## src/rtl/exec_unit_if.sv

```systemverilog
// ============================================================================
//  Module      : exec_unit_if
//  Description : Request/result bundle between a requester and exec_unit.
//                The requester (master) drives start/opcode/src_in; the
//                execution unit (slave) returns status, result and flags.
//  Revision    : 1.0 - initial release
// ============================================================================
`default_nettype none

interface exec_unit_if #(
    parameter int DATA_W = 16
);
    logic              start;
    logic [2:0]        opcode;
    logic [DATA_W-1:0] src_in;
    logic              busy;
    logic              done;
    logic [DATA_W-1:0] result;
    logic              flag_z;
    logic              flag_c;
    logic              flag_err;

    modport master (
        output start, opcode, src_in,
        input  busy, done, result, flag_z, flag_c, flag_err
    );

    modport slave (
        input  start, opcode, src_in,
        output busy, done, result, flag_z, flag_c, flag_err
    );
endinterface

`default_nettype wire

```

## src/rtl/exec_unit.sv

```systemverilog
// ============================================================================
//  Module      : exec_unit
//  Description : Multi-cycle 16-bit execution unit. Operand A and the opcode
//                are taken with START, operand B one cycle later; ALU ops
//                take one EXEC cycle, shifts one cycle per bit, MUL is a
//                16-step shift-add. Optional multiplier: EXEC_UNIT_MUL_EN.
//  Revision    : 1.0 - initial release
// ============================================================================
`default_nettype none

module exec_unit #(
    parameter int DATA_W = 16
) (
    input  wire logic     clk,
    input  wire logic     rst,
    exec_unit_if.slave    bus
);

    localparam logic [2:0] c_OP_ADD = 3'd0;
    localparam logic [2:0] c_OP_SUB = 3'd1;
    localparam logic [2:0] c_OP_AND = 3'd2;
    localparam logic [2:0] c_OP_OR  = 3'd3;
    localparam logic [2:0] c_OP_XOR = 3'd4;
    localparam logic [2:0] c_OP_SHL = 3'd5;
    localparam logic [2:0] c_OP_SHR = 3'd6;
    localparam logic [2:0] c_OP_MUL = 3'd7;

    typedef enum logic [1:0] {
        S_IDLE  = 2'd0,
        S_GET_B = 2'd1,
        S_EXEC  = 2'd2,
        S_FIN   = 2'd3
    } state_t;

    state_t            r_state;
    state_t            w_state_next;
    logic              w_busy;
    logic              w_done;

    logic [2:0]        r_op;
    logic [DATA_W-1:0] r_a;
    logic [DATA_W-1:0] r_b;
    logic [DATA_W-1:0] r_work;
    logic [3:0]        r_cnt;
    logic [3:0]        w_cnt_load;

    logic [DATA_W-1:0] r_result;
    logic              r_z;
    logic              r_c;
    logic              r_err;

    logic [DATA_W:0]   w_sum;
    logic [DATA_W-1:0] w_res;
    logic              w_c;
    logic              w_err;
    logic [DATA_W-1:0] w_work_next;

`ifdef EXEC_UNIT_MUL_EN
    // Product register: upper half accumulates, lower half holds the
    // multiplier bits still to be consumed.
    logic [2*DATA_W-1:0] r_acc;
    logic [2*DATA_W-1:0] w_acc_next;
    logic [DATA_W:0]     w_psum;
`endif

    // State register
    always_ff @(posedge clk or posedge rst) begin
        if (rst) begin
            r_state <= S_IDLE;
        end else begin
            r_state <= w_state_next;
        end
    end

    // Next-state and status decode; START is only heard in IDLE and FIN
    always_comb begin
        w_state_next = r_state;
        w_busy       = 1'b0;
        w_done       = 1'b0;
        case (r_state)
            S_IDLE:  if (bus.start) w_state_next = S_GET_B;
            S_GET_B: begin
                w_busy       = 1'b1;
                w_state_next = S_EXEC;
            end
            S_EXEC:  begin
                w_busy = 1'b1;
                if (r_cnt == 4'd0) w_state_next = S_FIN;
            end
            S_FIN:   begin
                w_done       = 1'b1;
                w_state_next = bus.start ? S_GET_B : S_IDLE;
            end
            default: w_state_next = S_IDLE;
        endcase
    end

    // EXEC iterations minus one; the counter runs down to zero
    always_comb begin
        w_cnt_load = 4'd0;
        case (r_op)
            c_OP_SHL, c_OP_SHR:
                w_cnt_load = (bus.src_in[3:0] == 4'd0) ? 4'd0 : bus.src_in[3:0] - 4'd1;
`ifdef EXEC_UNIT_MUL_EN
            c_OP_MUL: w_cnt_load = 4'd15;
`endif
            default:  w_cnt_load = 4'd0;
        endcase
    end

    // Per-cycle datapath: result candidate and next working values
    always_comb begin
        w_res       = '0;
        w_c         = 1'b0;
        w_err       = 1'b0;
        w_work_next = r_work;
        w_sum       = {1'b0, r_a} + {1'b0, r_b};
`ifdef EXEC_UNIT_MUL_EN
        w_psum     = {1'b0, r_acc[2*DATA_W-1:DATA_W]} +
                     (r_acc[0] ? {1'b0, r_a} : {(DATA_W+1){1'b0}});
        w_acc_next = {w_psum, r_acc[DATA_W-1:1]};
`endif
        case (r_op)
            c_OP_ADD: begin
                w_res = w_sum[DATA_W-1:0];
                w_c   = w_sum[DATA_W];
            end
            c_OP_SUB: begin
                w_res = r_a - r_b;
                w_c   = (r_a < r_b);
            end
            c_OP_AND: w_res = r_a & r_b;
            c_OP_OR:  w_res = r_a | r_b;
            c_OP_XOR: w_res = r_a ^ r_b;
            c_OP_SHL: begin
                // A zero count still spends one EXEC cycle but leaves A intact
                if (r_b[3:0] == 4'd0) begin
                    w_res = r_work;
                end else begin
                    w_work_next = {r_work[DATA_W-2:0], 1'b0};
                    w_res       = w_work_next;
                    w_c         = r_work[DATA_W-1];
                end
            end
            c_OP_SHR: begin
                if (r_b[3:0] == 4'd0) begin
                    w_res = r_work;
                end else begin
                    w_work_next = {1'b0, r_work[DATA_W-1:1]};
                    w_res       = w_work_next;
                    w_c         = r_work[0];
                end
            end
            c_OP_MUL: begin
`ifdef EXEC_UNIT_MUL_EN
                w_res = w_acc_next[DATA_W-1:0];
                w_c   = |w_acc_next[2*DATA_W-1:DATA_W];
`else
                w_err = 1'b1;
`endif
            end
            default: w_res = '0;
        endcase
    end

    // Operand capture and iteration bookkeeping
    always_ff @(posedge clk or posedge rst) begin
        if (rst) begin
            r_op   <= 3'd0;
            r_a    <= '0;
            r_b    <= '0;
            r_work <= '0;
            r_cnt  <= 4'd0;
`ifdef EXEC_UNIT_MUL_EN
            r_acc  <= '0;
`endif
        end else begin
            case (r_state)
                S_IDLE, S_FIN: begin
                    if (bus.start) begin
                        r_a  <= bus.src_in;
                        r_op <= bus.opcode;
                    end
                end
                S_GET_B: begin
                    r_b    <= bus.src_in;
                    r_work <= r_a;
                    r_cnt  <= w_cnt_load;
`ifdef EXEC_UNIT_MUL_EN
                    r_acc  <= {{DATA_W{1'b0}}, bus.src_in};
`endif
                end
                S_EXEC: begin
                    r_work <= w_work_next;
`ifdef EXEC_UNIT_MUL_EN
                    r_acc  <= w_acc_next;
`endif
                    if (r_cnt != 4'd0) r_cnt <= r_cnt - 4'd1;
                end
                default: ;
            endcase
        end
    end

    // Result and flags are written only on the final EXEC cycle
    always_ff @(posedge clk or posedge rst) begin
        if (rst) begin
            r_result <= '0;
            r_z      <= 1'b0;
            r_c      <= 1'b0;
            r_err    <= 1'b0;
        end else if (r_state == S_EXEC && r_cnt == 4'd0) begin
            r_result <= w_res;
            r_z      <= (w_res == '0);
            r_c      <= w_c;
            r_err    <= w_err;
        end
    end

    assign bus.busy     = w_busy;
    assign bus.done     = w_done;
    assign bus.result   = r_result;
    assign bus.flag_z   = r_z;
    assign bus.flag_c   = r_c;
    assign bus.flag_err = r_err;

endmodule

`default_nettype wire

```

## src/flat_wrapper.sv

```systemverilog
// flat-port wrapper written by rule: the top's interface ports become plain ports
module exec_unit_flat 
#(
    parameter int DATA_W = 16
)
  (clk, rst, bus_start, bus_opcode, bus_src_in, bus_busy, bus_done, bus_result, bus_flag_z, bus_flag_c, bus_flag_err);
  exec_unit_if #(.DATA_W(DATA_W)) bus_i ();
  input  wire logic clk;
  input  wire logic rst;
  input wire logic [$bits(bus_i.start)-1:0] bus_start;
  input wire logic [$bits(bus_i.opcode)-1:0] bus_opcode;
  input wire logic [$bits(bus_i.src_in)-1:0] bus_src_in;
  output wire logic [$bits(bus_i.busy)-1:0] bus_busy;
  output wire logic [$bits(bus_i.done)-1:0] bus_done;
  output wire logic [$bits(bus_i.result)-1:0] bus_result;
  output wire logic [$bits(bus_i.flag_z)-1:0] bus_flag_z;
  output wire logic [$bits(bus_i.flag_c)-1:0] bus_flag_c;
  output wire logic [$bits(bus_i.flag_err)-1:0] bus_flag_err;
  assign bus_i.start = bus_start;
  assign bus_i.opcode = bus_opcode;
  assign bus_i.src_in = bus_src_in;
  assign bus_busy = bus_i.busy;
  assign bus_done = bus_i.done;
  assign bus_result = bus_i.result;
  assign bus_flag_z = bus_i.flag_z;
  assign bus_flag_c = bus_i.flag_c;
  assign bus_flag_err = bus_i.flag_err;
  exec_unit #(.DATA_W(DATA_W)) u_core (.clk(clk), .rst(rst), .bus(bus_i));
endmodule
```

## config.mk

```make
export PLATFORM = sky130hd
export DESIGN_NAME = exec_unit_flat
export DESIGN_NICKNAME = d
export VERILOG_FILES = /design/src/rtl/exec_unit_if.sv /design/src/rtl/exec_unit.sv /design/src/flat_wrapper.sv
export SDC_FILE = /design/constraint.sdc
export NUM_CORES = 1
export LEC_CHECK = 0
export ABC_AREA = 1
export BUFFER_PORTS_ARGS = -buffer_cell sky130_fd_sc_hd__buf_2
export CAP_MARGIN = 20
export CORE_MARGIN = 2
export CORE_UTILIZATION = 45
export CTS_CLUSTER_SIZE = 12
export DETAILED_ROUTE_END_ITERATION = 16
export PLACE_DENSITY = 0.66
export SLEW_MARGIN = 20
export SYNTH_ARGS = -nofsm -noshare
export SYNTH_HDL_FRONTEND = slang
export SYNTH_SLANG_ARGS = --single-unit
```

## constraint.sdc

```tcl
create_clock -name clk -period 3.34 [get_ports clk]
set_input_delay 0.167 -clock clk [delete_from_list [all_inputs] [get_ports clk]]
set_output_delay 0.167 -clock clk [all_outputs]
set_load 0.005 [all_outputs]
```

Word-level counts from Yosys, hierarchy flattened. Cells that the tools add are included.

Input bits: 22. Output and inout port bits: 21. Bits in registers: 76. Word-level logic and storage cells: 67.

Reductions and logical operators: 16. Bitwise logic cells: 3. Magnitude comparators: 1. Add/subtract/negate cells: 4. Eq/ne operators: 14. Mux-type cells: 19.

Operators with widths (count): case mux 16 bit (7 select lines) (1); case mux 16 bit (2 select lines) (2); two-way mux 16 bit (2); adder 16 x 16 -> 17 bit (1); AND 16 bit (1); logical NOT 16 bit (1); less-than comparator 16 bit (1); bitwise OR 16 bit (1); subtractor 16 bit (1); bitwise XOR 16 bit (1); == test 3 bit, second input constant (4); logical NOT 4 bit (3); two-way mux 4 bit (3); case mux 2 bit (4 select lines) (1); case mux 4 bit (2 select lines) (1); AND reduction 2 bit (4); subtractor 4 x 1 -> 4 bit, second input constant (2); == test 3 x 2 -> 1 bit, second input constant (2); two-way mux 1 bit (6); OR reduction 2 bit (3); == test 2 bit, second input constant (2); two-way mux 2 bit (2); inequality test 2 bit, second input constant (2); case mux 1 bit (4 select lines) (1); other kinds (9) (9).

Longest topological paths before layout.
Word-level depth: 4. Depth in mapped cells: 19. Gate-level depth less buffers: 18.

Worst setup path before layout. No wires, ideal clock.

Kind: reg-to-reg. Start point: register u_core.r_b[0]. End point: register u_core.r_z, in the netlist u_core.bus.flag_z. Buffers on the path: 0. Arrival time: 2038 ps. Path slack: 1237 ps. Cell stages (with the launch flop): 19. Setup time: 66 ps. Clock period less this slack: 2103 ps. Required time: 3274 ps. Path through: dfrtp_1 ha_1 inv_1 fa_1 inv_1 nand3_1 nand2_1 nand2_1 nand2_1 nand2_1 nand2_1 nand2_1 nand2_1 nor2_1 nor2_1 nand2_1 nor2_1 nand2_1 nand2_1.

Longest elaborated chain between the ends: 4. Elaborated cells on any way between the ends: 10. Classes of those cells: 2 x add/sub; 3 x mux; 3 x bitwise; 2 x reduce/logical.

RTL lines: start, declared (RTL line exec_unit.sv:42) `logic [DATA_W-1:0] r_b;`; start signal, assigned (RTL line exec_unit.sv:186) `r_b <= bus.src_in;`; branches (longest 2 deep; another with subtractor 16 bit); case mux 16 bit (7 select lines) (*) (RTL line exec_unit.sv:123) `case (r_op)`; logical NOT 16 bit (*) (RTL line exec_unit.sv:214) `r_z <= (w_res == '0);`; end signal, assigned (RTL line exec_unit.sv:214); end, declared (RTL line exec_unit.sv:48) `logic r_z;`.

Every way passes the cells marked *. A chain may end at the register's enable or synchronous reset.

Worst setup path in the final report.
Start point: register u_core.r_a[0]. End point: register u_core.r_z, in the netlist u_core.bus.flag_z.

Longest elaborated chain between the ends: 3. Elaborated cells on any way between the ends: 7. Classes of those cells: 2 x add/sub; 1 x mux; 3 x bitwise; 1 x reduce/logical.

RTL lines: start, declared (RTL line exec_unit.sv:41) `logic [DATA_W-1:0] r_a;`; start signal, assigned (RTL line exec_unit.sv:181) `r_a <= bus.src_in;`; subtractor 16 bit (tied with other cells) (RTL line exec_unit.sv:129) `w_res = r_a - r_b;`; case mux 16 bit (7 select lines) (*) (RTL line exec_unit.sv:123); logical NOT 16 bit (*) (RTL line exec_unit.sv:214).

Every way passes the cells marked *; elsewhere a longest branch is shown, timed or not.

==> summary by stage <==
Status
The run finished with clean final reports.

Clock tree
The cell chosen for the clock root is clkbuf_16. For the worst-skew pair, the clock arrives at the later sink with an insertion delay of 0.35 ns. The clock tree from TritonCTS is done. Once the clock tree was built, the resizer swapped 0 gates to a different size. Clock tree synthesis inserted a total of 9 buffers. The clock-pin slew on the worst setup and hold paths is 0.06 ns. The H-tree depth is 3. Counting every sink on the clock net gives between 70 and 80. The worst-case clock buffer depth is 2.

Final layout
The repair_antennas step left the layout with diodes totalling 0. In the final layout, the share of cells above drive strength 1 is 0.0812. For this run, the post-layout net count is 1149. The fill cell instance count of the final layout is 1523. The area growth from synthesis to layout is 9.54%.

Critical path
The launch point of the critical path is u_core.r_a[0]. Traced cell by cell, the critical path runs through ha_1 > inv_1 > fa_1 > inv_1 > nand3_1 > nand2_1 > nand2_1 > nand2_1 > nand2_1 > nand2_1 > nand2_1 > nand2_1 > nor2_1 > nor2_1 > nand2_1 > nor2_1 > nand2_1 > nand2_1. The startpoint of the worst register-to-register path is u_core.r_a[0]. The worst-case register-to-register setup slack is about 0.64 ns. For this run, the slowest stage of the critical path takes 0.43 ns. The startpoint type of the worst setup path is a register. At the worst endpoint, the required time is about 3.6 ns. For the worst setup path, the data arrival time is 2.99 ns. Following the worst setup path forward leads to its endpoint at u_core.bus.flag_z. The worst setup path category is register to register. Along the worst path, the maximum fanout reaches 4.

The worst setup path is captured at a register. Counting cells, the worst reg-to-reg path comes to 18. The slowest stage of the critical path belongs to the cell dfrtp_1.

The most used cell along the critical path is nand2_1. The worst reg2reg path endpoint is u_core.bus.flag_z.

Detailed routing
The via density per instance is around 5.4. The final routed wirelength across all metal layers is 19900 um. In the final routed layout, each cell accounts on average for between 15 and 20 um. The final route contains 6836 vias. The starting DRC count in detailed routing is approximately 760. The pre-antenna-repair detailed-routing pass consisted of 8 iterations.

Once detail routing completed, the nets flagged for antenna violations numbered 0. The final routed DRC violation total is 0.

Logic synthesis
The netlist uses 35 different library cells. The number of nets handed over by synthesis was around 1100. The number of flops mapped to enable cells by yosys is 0. The number of warning messages in the yosys log is 0.

The average size of a mapped cell is roughly 6.3 um2. The number of register bits inferred by synthesis is 76. By area the synthesized netlist is led by dfrtp_1 29%, nand2_1 17%, ha_1 11%.

The cell type with the highest aggregate area in the netlist is dfrtp_1. The post-synth design cell area is ~6600 um2. For this run, asynchronously set or reset flops after synthesis account for 1.00. Of the synthesized area, sequential elements account for 0.288. Counting every instance in the synthesized netlist gives around 1000. The proportion of netlist area held by the largest area contributor is 0.288. The predominant post-synthesis flop cell is dfrtp_1.

STA
The final setup skew is approximately 0.0056 ns. The final count of hold timing violations is 0. The fraction of the cycle the final worst path needs is 0.808. Headroom to the max-slew limit came out at 0.542.

The number of slew-limit violations in the final report was 0. Setup violations remaining at the end of the flow were counted as 0. The slew at the pin closest to its max-slew limit is 0.686 ns. Setup repair after global routing left no endpoint under its margin. Timing would allow up to 0.371 GHz. The post-layout minimum cycle time is roughly 2.7 ns. The post-route setup TNS is 0 ns.

Global route
The wire length of the first global-routing pass is approximately 33000 um. The initial antenna violation count is 0. The total overflow left after global routing is 0. Across every metal layer, demand over resource in global routing totals 0.260.

The via count of the first global-routing pass is approximately 6400. The maximum number of pins on one net before global-route repair is between 40 and 50.

Min path
The min-delay analysis places its worst path in the category input port to register.

Floorplanning
The number of rows created at floorplan is 44. Measured along the y axis, the die boundary spans 125 um. The total die area is 15600 um2. Pin placement for this block handled 43 I/O pins. The initial utilization of the core area, before any placement, comes to 0.457. The total area inside the core boundary comes to between 10000 and 15000 um2. In this run the horizontal extent of the chip is about 130 um.

Run
The reported max-cap violation count is 0.

Placed design
The count of buffers from port buffering is 42. The routability congestion estimate is 0.955. Detailed placement finished with a half-perimeter wire length of between 15000 and 20000 um.
cells in the final DEF, fill, tap and decap left out, drive strengths merged, types with 3 or more instances in the layout:
cell type and n:
nand3 116, buf 51, inv 158, o21ai 82, a22oi 3, o22ai 8, nand2 296, nor2 110
a21oi 58, nand4 14, clkbuf 11, nor3 6, o211ai 8, or2 3, dfrtp 76, clkinv 3
ha 57
critical path: cells and delay by family, from the launching register on:
kind          cells  cell delay (ns)
flops             1             0.43
buf+inv           2             0.21
simple gates     14             1.34
fa+ha+maj         2             0.65
worst min-delay path by stage:
stage / depth (start not counted) / start / endpoint
2_1_floorplan: 2 / bus_src_in[10] / u_core.r_b[10]
3_3_place_gp: 2 / rst / u_core.r_cnt[1]
3_5_place_dp: 2 / rst / u_core.r_cnt[1]
4_1_cts: 3 / bus_src_in[4] / u_core.r_b[4]
5_1_grt: 3 / bus_src_in[9] / u_core.r_b[9]
6_report: 3 / bus_src_in[4] / u_core.r_b[4]
state kept, by name (all words and copies together), names as in the netlist:
register             count
u_core.bus.result       16
u_core.r_b              16
u_core.r_work           16
u_core.r_cnt             4
u_core.bus.flag_c        1
u_core.r_state           2
u_core.r_a              16
u_core.bus.flag_z        1
u_core.bus.flag_err      1
u_core.r_op              3
Yosys cell counts, types with 5 or more instances:
cell type  instances
a21oi_1           58
o21ai_1           21
o22ai_1            8
clkbuf_1          17
o21ai_0           60
nand3_1          114
dfrtp_1           76
buf_2             14
nor2_1           108
nor3_1             5
ha_1              57
nand2_1          294
inv_1            150
inv_2              9
o211ai_1           7
nand4_1           14
area by class of cell:
type                    count  area (um2)  share of cell area
inverters                 160         602              0.0833
repair buffers             52         288              0.0398
well taps                 184         230              0.0319
multi-input cells         769        3910               0.541
clock inverters             4        50.0             0.00693
flip-flops and latches     76        1900               0.263
clock buffers              11         243              0.0336
cells by family after synthesis:
logic type                 share of synthesized area
AOI/OAI and AO/OA                              0.132
and+or+nand+nor                                0.347
adders and majority gates                      0.114
DFF                                            0.288
buffers and inverters                          0.119
through the flow:
step | instances | utilization | cell area, um2 | hold WS (ns) | worst slack, ns
3_5_place_dp | 1240 | 0.480 | 6920 | 0.277 | 0.694
5_1_grt | 1256 | 0.501 | 7220 | 0.0514 | 0.420
3_3_place_gp | 1240 | 0.480 | 6920 | 0.276 | 0.700
2_1_floorplan | 1042 | - | 6600 | 0.284 | 1.23
4_1_cts | 1256 | 0.501 | 7220 | 0.0311 | 0.665
6_report | 1256 | 0.501 | 7220 | 0.0386 | 0.641
per-layer routing:
layer	routed length, um	vias to the layer above	global-route usage	part of all wire
met2	8240	306	0.381	0.41
met3	1660	44	0.0466	0.084
li1	-	3373	-	-
met5	0	-	0	0
met4	521	0	0.0908	0.026
met1	9450	3113	0.385	0.48
repair_timing:
action | in CTS | in global routing
endpoints found under the hold margin | 36 | 0
setup buffers | 0 | 0
hold buffers | 1 | 0
setup endpoints to repair | 0 | 0
Power is left out: the tool's default activity adds up to more than one toggle a clock period on the data nets, which glitch-free logic cannot reach.
